<file path="src/rtl/ff_bank_pkg.sv">
// rtl/ff_bank_pkg.sv - shared mode encodings and JK next-state helper for ff_bank_prescaled
package ff_bank_pkg;

   localparam logic [1:0] MODE_T    = 2'b00;
   localparam logic [1:0] MODE_D    = 2'b01;
   localparam logic [1:0] MODE_JK   = 2'b10;
   localparam logic [1:0] MODE_HOLD = 2'b11;

   // JK truth table: 00 hold, 01 clear, 10 set, 11 toggle
   function automatic logic jk_next(input logic q, input logic j, input logic k);
      logic r;
      case ({j, k})
         2'b00:   r = q;
         2'b01:   r = 1'b0;
         2'b10:   r = 1'b1;
         default: r = ~q;
      endcase
      return r;
   endfunction

endpackage

</file>
<file path="src/rtl/ff_bank_prescaled_tick_gen.sv">
// rtl/ff_bank_prescaled_tick_gen.sv - free-running prescaler producing a one-cycle registered update strobe
module tick_gen #(
   parameter int DIV_BITS = 24
) (
   input  logic clk,
   input  logic rst,
   input  logic bypass,
   output logic tick
);

   logic [DIV_BITS-1:0] cnt_q;
   logic [DIV_BITS-1:0] cnt_d;
   logic                tick_q;
   logic                tick_d;

   // Counter wraps by natural overflow; bypass forces the strobe but never stalls the count
   always_comb begin
      cnt_d  = cnt_q + DIV_BITS'(1);
      tick_d = (cnt_q == '1) | bypass;
   end

   // Counter and strobe registers; reset discards any pending tick
   always_ff @(posedge clk or negedge rst) begin
      if (!rst) begin
         cnt_q  <= '0;
         tick_q <= 1'b0;
      end else begin
         cnt_q  <= cnt_d;
         tick_q <= tick_d;
      end
   end

   assign tick = tick_q;

endmodule

</file>
<file path="src/rtl/ff_bank_prescaled.sv">
// rtl/ff_bank_prescaled.sv - bank of T/D/JK flip-flop channels clock-enabled by a prescaler tick
module ff_bank_prescaled
   import ff_bank_pkg::*;
#(
   parameter int WIDTH       = 4,
   parameter int DIV_BITS    = 24,
   parameter int SYNC_STAGES = 2
) (
   input  logic             clk,
   input  logic             rst,
   input  logic [1:0]       mode,
   input  logic [WIDTH-1:0] a,
   input  logic [WIDTH-1:0] b,
   input  logic             tick_bypass,
   input  logic             load,
   input  logic [WIDTH-1:0] load_val,
   output logic [WIDTH-1:0] q,
   output logic [WIDTH-1:0] qb,
   output logic             tick
);

   logic tick_w;

   tick_gen #(
      .DIV_BITS(DIV_BITS)
   ) u_tick_gen (
      .clk   (clk),
      .rst   (rst),
      .bypass(tick_bypass),
      .tick  (tick_w)
   );

   for (genvar i = 0; i < WIDTH; i++) begin : g_ch
      logic [SYNC_STAGES-1:0] a_sync_q;
      logic [SYNC_STAGES-1:0] b_sync_q;
      logic                   a_s;
      logic                   b_s;
      logic                   ch_q;
      logic                   ch_d;

      // Shift raw switch/button levels through the synchroniser chain
      always_ff @(posedge clk or negedge rst) begin
         if (!rst) begin
            a_sync_q <= '0;
            b_sync_q <= '0;
         end else begin
            a_sync_q <= {a_sync_q[SYNC_STAGES-2:0], a[i]};
            b_sync_q <= {b_sync_q[SYNC_STAGES-2:0], b[i]};
         end
      end

      assign a_s = a_sync_q[SYNC_STAGES-1];
      assign b_s = b_sync_q[SYNC_STAGES-1];

      // Next state: load wins over the tick; otherwise the mode acts only on tick edges
      always_comb begin
         ch_d = ch_q;
         if (load) begin
            ch_d = load_val[i];
         end else if (tick_w) begin
            case (mode)
               MODE_T:  ch_d = ch_q ^ a_s;
               MODE_D:  ch_d = a_s;
               MODE_JK: ch_d = jk_next(ch_q, a_s, b_s);
               default: ch_d = ch_q;
            endcase
         end
      end

      // Channel state register
      always_ff @(posedge clk or negedge rst) begin
         if (!rst) begin
            ch_q <= 1'b0;
         end else begin
            ch_q <= ch_d;
         end
      end

      assign q[i] = ch_q;
   end

   assign qb   = ~q;
   assign tick = tick_w;

endmodule

</file>
<file path="config.mk">
export PLATFORM = sky130hd
export DESIGN_NAME = ff_bank_prescaled
export DESIGN_NICKNAME = d
export VERILOG_FILES = /design/src/rtl/ff_bank_pkg.sv /design/src/rtl/ff_bank_prescaled_tick_gen.sv /design/src/rtl/ff_bank_prescaled.sv
export SDC_FILE = /design/constraint.sdc
export NUM_CORES = 1
export LEC_CHECK = 0
export CORE_UTILIZATION = 48
export DETAILED_ROUTE_END_ITERATION = 8
export PLACE_DENSITY = 0.82
export SLEW_MARGIN = 30
export SYNTH_ARGS = -nofsm -noshare
export SYNTH_HDL_FRONTEND = slang
export SYNTH_SLANG_ARGS = --single-unit
</file>
<file path="constraint.sdc">
create_clock -name clk -period 1.3 [get_ports clk]
set_input_delay 0.26 -clock clk [delete_from_list [all_inputs] [get_ports clk]]
set_output_delay 0.26 -clock clk [all_outputs]
set_load 0.05 [all_outputs]
</file>
Word-level counts from Yosys, hierarchy flattened
Index checks and enable logic that the tools add are counted.

word-level totals
  bits in registers = 45
  input port bits = 18
  output and inout bits = 9
  word-level logic and storage cells = 67

operators by class
  add/subtract/negate cells = 1
  equality and inequality tests = 15
  multiplexer cells = 16
  bitwise operators = 10
  reductions and logical operators = 11

operators with widths
  operator                                                          count
  24-bit by 1-bit adder with 24-bit output (second input constant)  1
  24-bit == test (second input constant)                            1
  1-bit one-hot mux with 3 select lines                             8
  3-bit != test (second input constant)                             4
  3-bit AND reduction                                               4
  2-bit by 1-bit == test with 1-bit output (second input constant)  5
  2-bit == test (second input constant)                             5
  2-bit logical NOT                                                 5
  1-bit 2-to-1 mux                                                  8
  1-bit NOT                                                         4
  4-bit NOT                                                         1
  4-bit nonzero test                                                1
  1-bit XOR                                                         4
  2-bit nonzero test                                                1
  1-bit OR                                                          1

Longest topological paths before layout
  depth in word-level cells = 5
  gate-level depth with buffers = 7
  depth with buffers taken out = 6

Cells and area by module
From an unflattened synthesis, not the netlist that was laid out.

second synthesis, totals
  cells, all modules = 185
  area, all modules = 2119.5 sq um

by module, submodules not included
  module             times used  cells each  area an instance (sq um)  sequential area each (sq um)
  tick_gen           1           95          1121.1                    625.6
  ff_bank_prescaled  1           90          998.5                     500.5

Worst setup path before layout
No wires, ideal clock.

  path kind = input to register
  start point = input port mode[0]
  end point = register g_ch[1].ch_q
  setup time = 0.095 ns
  data arrival time = 1.422 ns
  data required time = 1.205 ns
  setup slack = -0.217 ns
  cell stages on the path = 7
  path buffers = 1
  cells stage by stage = inv_1 ha_1 clkbuf_1 and2_1 o211ai_1 and4_1 o31ai_1

on the way
  longest elaborated chain between the ends = 4
  elaborated cells between the ends (all ways) = 9

ends and longest elaborated chain
  what                                   line                     source
  from (decl)                            ff_bank_prescaled.sv:11  input logic [1:0] mode,
  2-bit == test (tied with other cells)  ff_bank_prescaled.sv:61  case (mode)
  1-bit one-hot mux with 3 select lines  ff_bank_prescaled.sv:61
  1-bit 2-to-1 mux                       ff_bank_prescaled.sv:60  end else if (tick_w) begin
  1-bit 2-to-1 mux                       ff_bank_prescaled.sv:58  if (load) begin
  to (signal assigned)                   ff_bank_prescaled.sv:75  ch_q <= ch_d;
  to (decl)                              ff_bank_prescaled.sv:38  logic ch_q;

Several ways; a longest one is shown, not always the timed one. The select of a mux whose other input is x is not followed.
A chain may end at the register's enable or synchronous reset.

Worst setup path in the final report
  start point = register u_tick_gen.cnt_q[5]
  end point = register u_tick_gen.cnt_q[22]

on the way
  longest elaborated chain between the ends = 1

ends and longest elaborated chain
  what                                      line                              source
  from (decl)                               ff_bank_prescaled_tick_gen.sv:11  logic [DIV_BITS-1:0] cnt_q;
  from (signal assigned)                    ff_bank_prescaled_tick_gen.sv:28  cnt_q <= cnt_d;
  24-bit by 1-bit adder with 24-bit output  ff_bank_prescaled_tick_gen.sv:18  cnt_d = cnt_q + DIV_BITS'(1);
  named net u_tick_gen.cnt_d[22]            ff_bank_prescaled_tick_gen.sv:12  logic [DIV_BITS-1:0] cnt_d;

The timed path passes the listed nets, and every way through them passes these cells.

==> out/qor.txt <==
Final WS setup - -0.0467 ns
Total GRT Usage - 0.202
DP Area - 2800 sq um
Initial DRC Count - 58
Chip width - 67.9 microns
Net Count, Synth - 213
Sequential element share of the synthesized area - 0.540
Pre-CTS setup slack - -0.767 ns
RSZ-0062 raised after global routing - yes
Clock power share - 0.366
Setup crit start kind - register
Worst r2r src - u_tick_gen.cnt_q[5]
WHS Endpoint - g_ch[2].b_sync_q[1]
Netlist Area Pre-Place - 2080 sq um
Fmax - 0.743 GHz
Vias in the first global route - 1,507
Failing checks - setup timing
Routed wire length - 4460 microns
DR vias - 1,597
Critical Path, Cell by Cell - nand4_4 > nor3_4 > buf_6 > nand4_1 > xnor2_1
Post-synth cell types - 33
Worst Max-Slew Pin Slew - 0.322 ns
Worst hold slack - 0.352 ns
Pins Over Slew Limit - 0
Post-DP HPWL - 2810 microns
Worst slew margin - 0.786
Number of buffers created by CTS - 5
DRC viols - 0
Worst skew pair latency - 0.29 ns
Sw Ratio - 0.242
Slowest cell on the critical path - dfrtp_1
Core area - 4090 sq um
Yosys reg bits - 45
Placed insts - 291
Post-route cell area - 3180 sq um
TritonCTS clock tree - done
Pwr Density - 1050 nW/um^2
Crit path kind - reg -> reg
Clk Tree Root Cell - clkbuf_8
FF-to-FF End - u_tick_gen.cnt_q[22]
Nets@finish - 287
Sink Count - 45
Setup Skew - 0.00355 ns
Leak - 1.52 nW
Hold path startpoint - g_ch[2].b_sync_q[0]
Psw - 0.000807 W
Placer congestion estimate - 0.789
Syn avg cell area - 11.4 sq um
Grt total ovfl - 0
First-pass GRT wire length - 6690 microns
Mapped Cells - 183
Initial core utilization - 0.510
Crit path required time - 1.49 ns
Reg power frac - 0.441
Final period utilization - 1.04
Max-Cap Viols - 0
Critical path peak fanout - 4
# H-tree levels - 2
Initial antenna violation count - 0
Finished Layout Cells - 308
Worst Setup End Kind - register
I/O pin count - 27
Layout cells sized above 1 - 0.434
Status - finished with violations
Die height - 67.9 microns
Hold path depth - 0
Comb pwr share - 0.193
Final Setup Violations - 12
Largest net degree at the start of global routing - 46
Drt via density - 5.19
Number of diodes - 0
Reg2reg path depth - 5
Final Hold Fails - 0
Die ar. - 4610 sq um
Peak VDD IR - 0.000669 V
Worst Path Arrival - 1.53 ns
P&R area growth vs syn - 52.8%
Row Count - 23
Int Pwr - 0.00253 W
Pre-antenna DRT Iters - 4
CTS Buffer Depth - 2
Hold Path Class - reg -> reg
Post-DRT Antenna Nets - 0
Minimum clock period - 1.35 ns
Synthesis Warnings - 0
Avg WL per Cell - 14.5 microns
Largest stage delay on the critical path - 0.41 ns
I/O Buffers - 26
Clk pin slew, worst setup/hold paths - 0.08 ns
Worst reg-to-reg setup slack - -0.05 ns
-- metrics by stage --
stage / total power [W] / utilization / TNS [ns]
floorplan: 0.00175 / - / -0.402
global placement: 0.00204 / 0.684 / -3.17
detailed placement: 0.00205 / 0.684 / -4.13
CTS: 0.00330 / 0.743 / -0.175
global route: 0.00347 / 0.779 / -1.63
finish: 0.00334 / 0.779 / -0.198
-- state kept, by name, summed over array words and instances, names as in the netlist --
signal,flops
u_tick_gen.tick,1
g_ch.b_sync_q,8
g_ch.ch_q,4
u_tick_gen.cnt_q,24
g_ch.a_sync_q,8
-- worst max-delay path: cells and delay by family, from the launching register on --
family	cells	cell delay (ns)
xor+xnor	1	0.14
buf+inv	1	0.15
simple gates	3	0.53
flops	1	0.41
-- Yosys cell counts --
library cell | number | share of area
nand3_1 | 8 | 0.019
o41ai_1 | 1 | 0.0042
and4_1 | 5 | 0.021
nand2b_1 | 3 | 0.0090
and3_1 | 2 | 0.0060
ha_1 | 12 | 0.072
dfrtp_1 | 45 | 0.54
nor4_1 | 1 | 0.0030
buf_1 | 1 | 0.0018
nand4_1 | 6 | 0.018
clkbuf_1 | 1 | 0.0018
nor3_1 | 1 | 0.0024
o211ai_1 | 3 | 0.011
xnor2_1 | 18 | 0.076
inv_1 | 16 | 0.029
o21ai_0 | 4 | 0.0096
and2_1 | 4 | 0.012
nand4_4 | 1 | 0.010
nand2_1 | 14 | 0.025
and3_2 | 1 | 0.0036
nand4_2 | 1 | 0.0060
nor3_4 | 1 | 0.0078
or3_1 | 3 | 0.0090
a41o_1 | 1 | 0.0048
buf_4 | 4 | 0.014
a21o_1 | 1 | 0.0036
nor2_1 | 9 | 0.016
nor4_4 | 1 | 0.010
a22oi_1 | 1 | 0.0036
a21oi_1 | 4 | 0.0096
nand3_2 | 1 | 0.0048
o31ai_1 | 4 | 0.014
xor2_1 | 5 | 0.021
-- layer usage --
metal  GRT usage  up-vias  wire, microns
met3      0.0650        7            151
met5           0        -              0
li1            -      770              -
met1       0.251      786           1850
met4      0.0625        0             70
met2       0.333       34           2390
-- power groups by stage --
stage / combinational (W) / clock (W) / sequential, W
5_1_grt: 0.000685 / 0.00131 / 0.00147
3_3_place_gp: 0.000547 / 0 / 0.00149
2_1_floorplan: 0.000255 / 0 / 0.00149
4_1_cts: 0.000580 / 0.00125 / 0.00147
6_report: 0.000643 / 0.00122 / 0.00147
3_5_place_dp: 0.000557 / 0 / 0.00149
-- cell families after synthesis --
| logic type | share of synthesized area |
|---|---|
| and+or+nand+nor | 0.184 |
| buffers and inverters | 0.0468 |
| AOI/OAI and AO/OA | 0.0606 |
| DFF | 0.540 |
| adders and majority gates | 0.0720 |
| xor gates and xnor gates | 0.0966 |
-- how the worst max path moves through the flow --
stage                             start              endpoint  slack (ns)
CTS                 g_ch[3].a_sync_q[1]          g_ch[3].ch_q       -0.03
global placement                mode[1]          g_ch[3].ch_q       -0.70
global route        g_ch[3].a_sync_q[1]          g_ch[3].ch_q       -0.15
floorplan                  g_ch[0].ch_q          g_ch[0].ch_q       -0.09
finish              u_tick_gen.cnt_q[5]  u_tick_gen.cnt_q[22]       -0.05
detailed placement              mode[1]          g_ch[0].ch_q       -0.77
-- cell usage in the layout, fill, tap and decap left out, drive strengths merged, types with 5 or more instances in the layout --
master,n
xnor2,18
buf,57
inv,16
and4,5
xor2,5
clkbuf,6
nand2,14
nor2,9
ha,12
dfrtp,45
clkdlybuf4s50,14
nand4,8
nand3,9
-- layout make-up --
type | instances | area, sq um
clock inverter | 3 | 65.1
sequential | 45 | 1130
timing repair buffer | 73 | 744
tap | 50 | 62.6
inverter | 16 | 62.6
multi-input combinational | 116 | 1050
clock buffer | 5 | 68.8
fill | 250 | 902
-- repair_timing --
| item | CTS | global route |
|---|---|---|
| endpoints found under the setup margin | 19 | 27 |
| resized for setup | 20 | 37 |
| endpoints found under the hold margin | 45 | 0 |
| pin swaps | 12 | 13 |
| buffers inserted | 5 | 3 |
| hold buffers | 1 | 0 |
No activity file was read; power rests on OpenSTA's default activity.
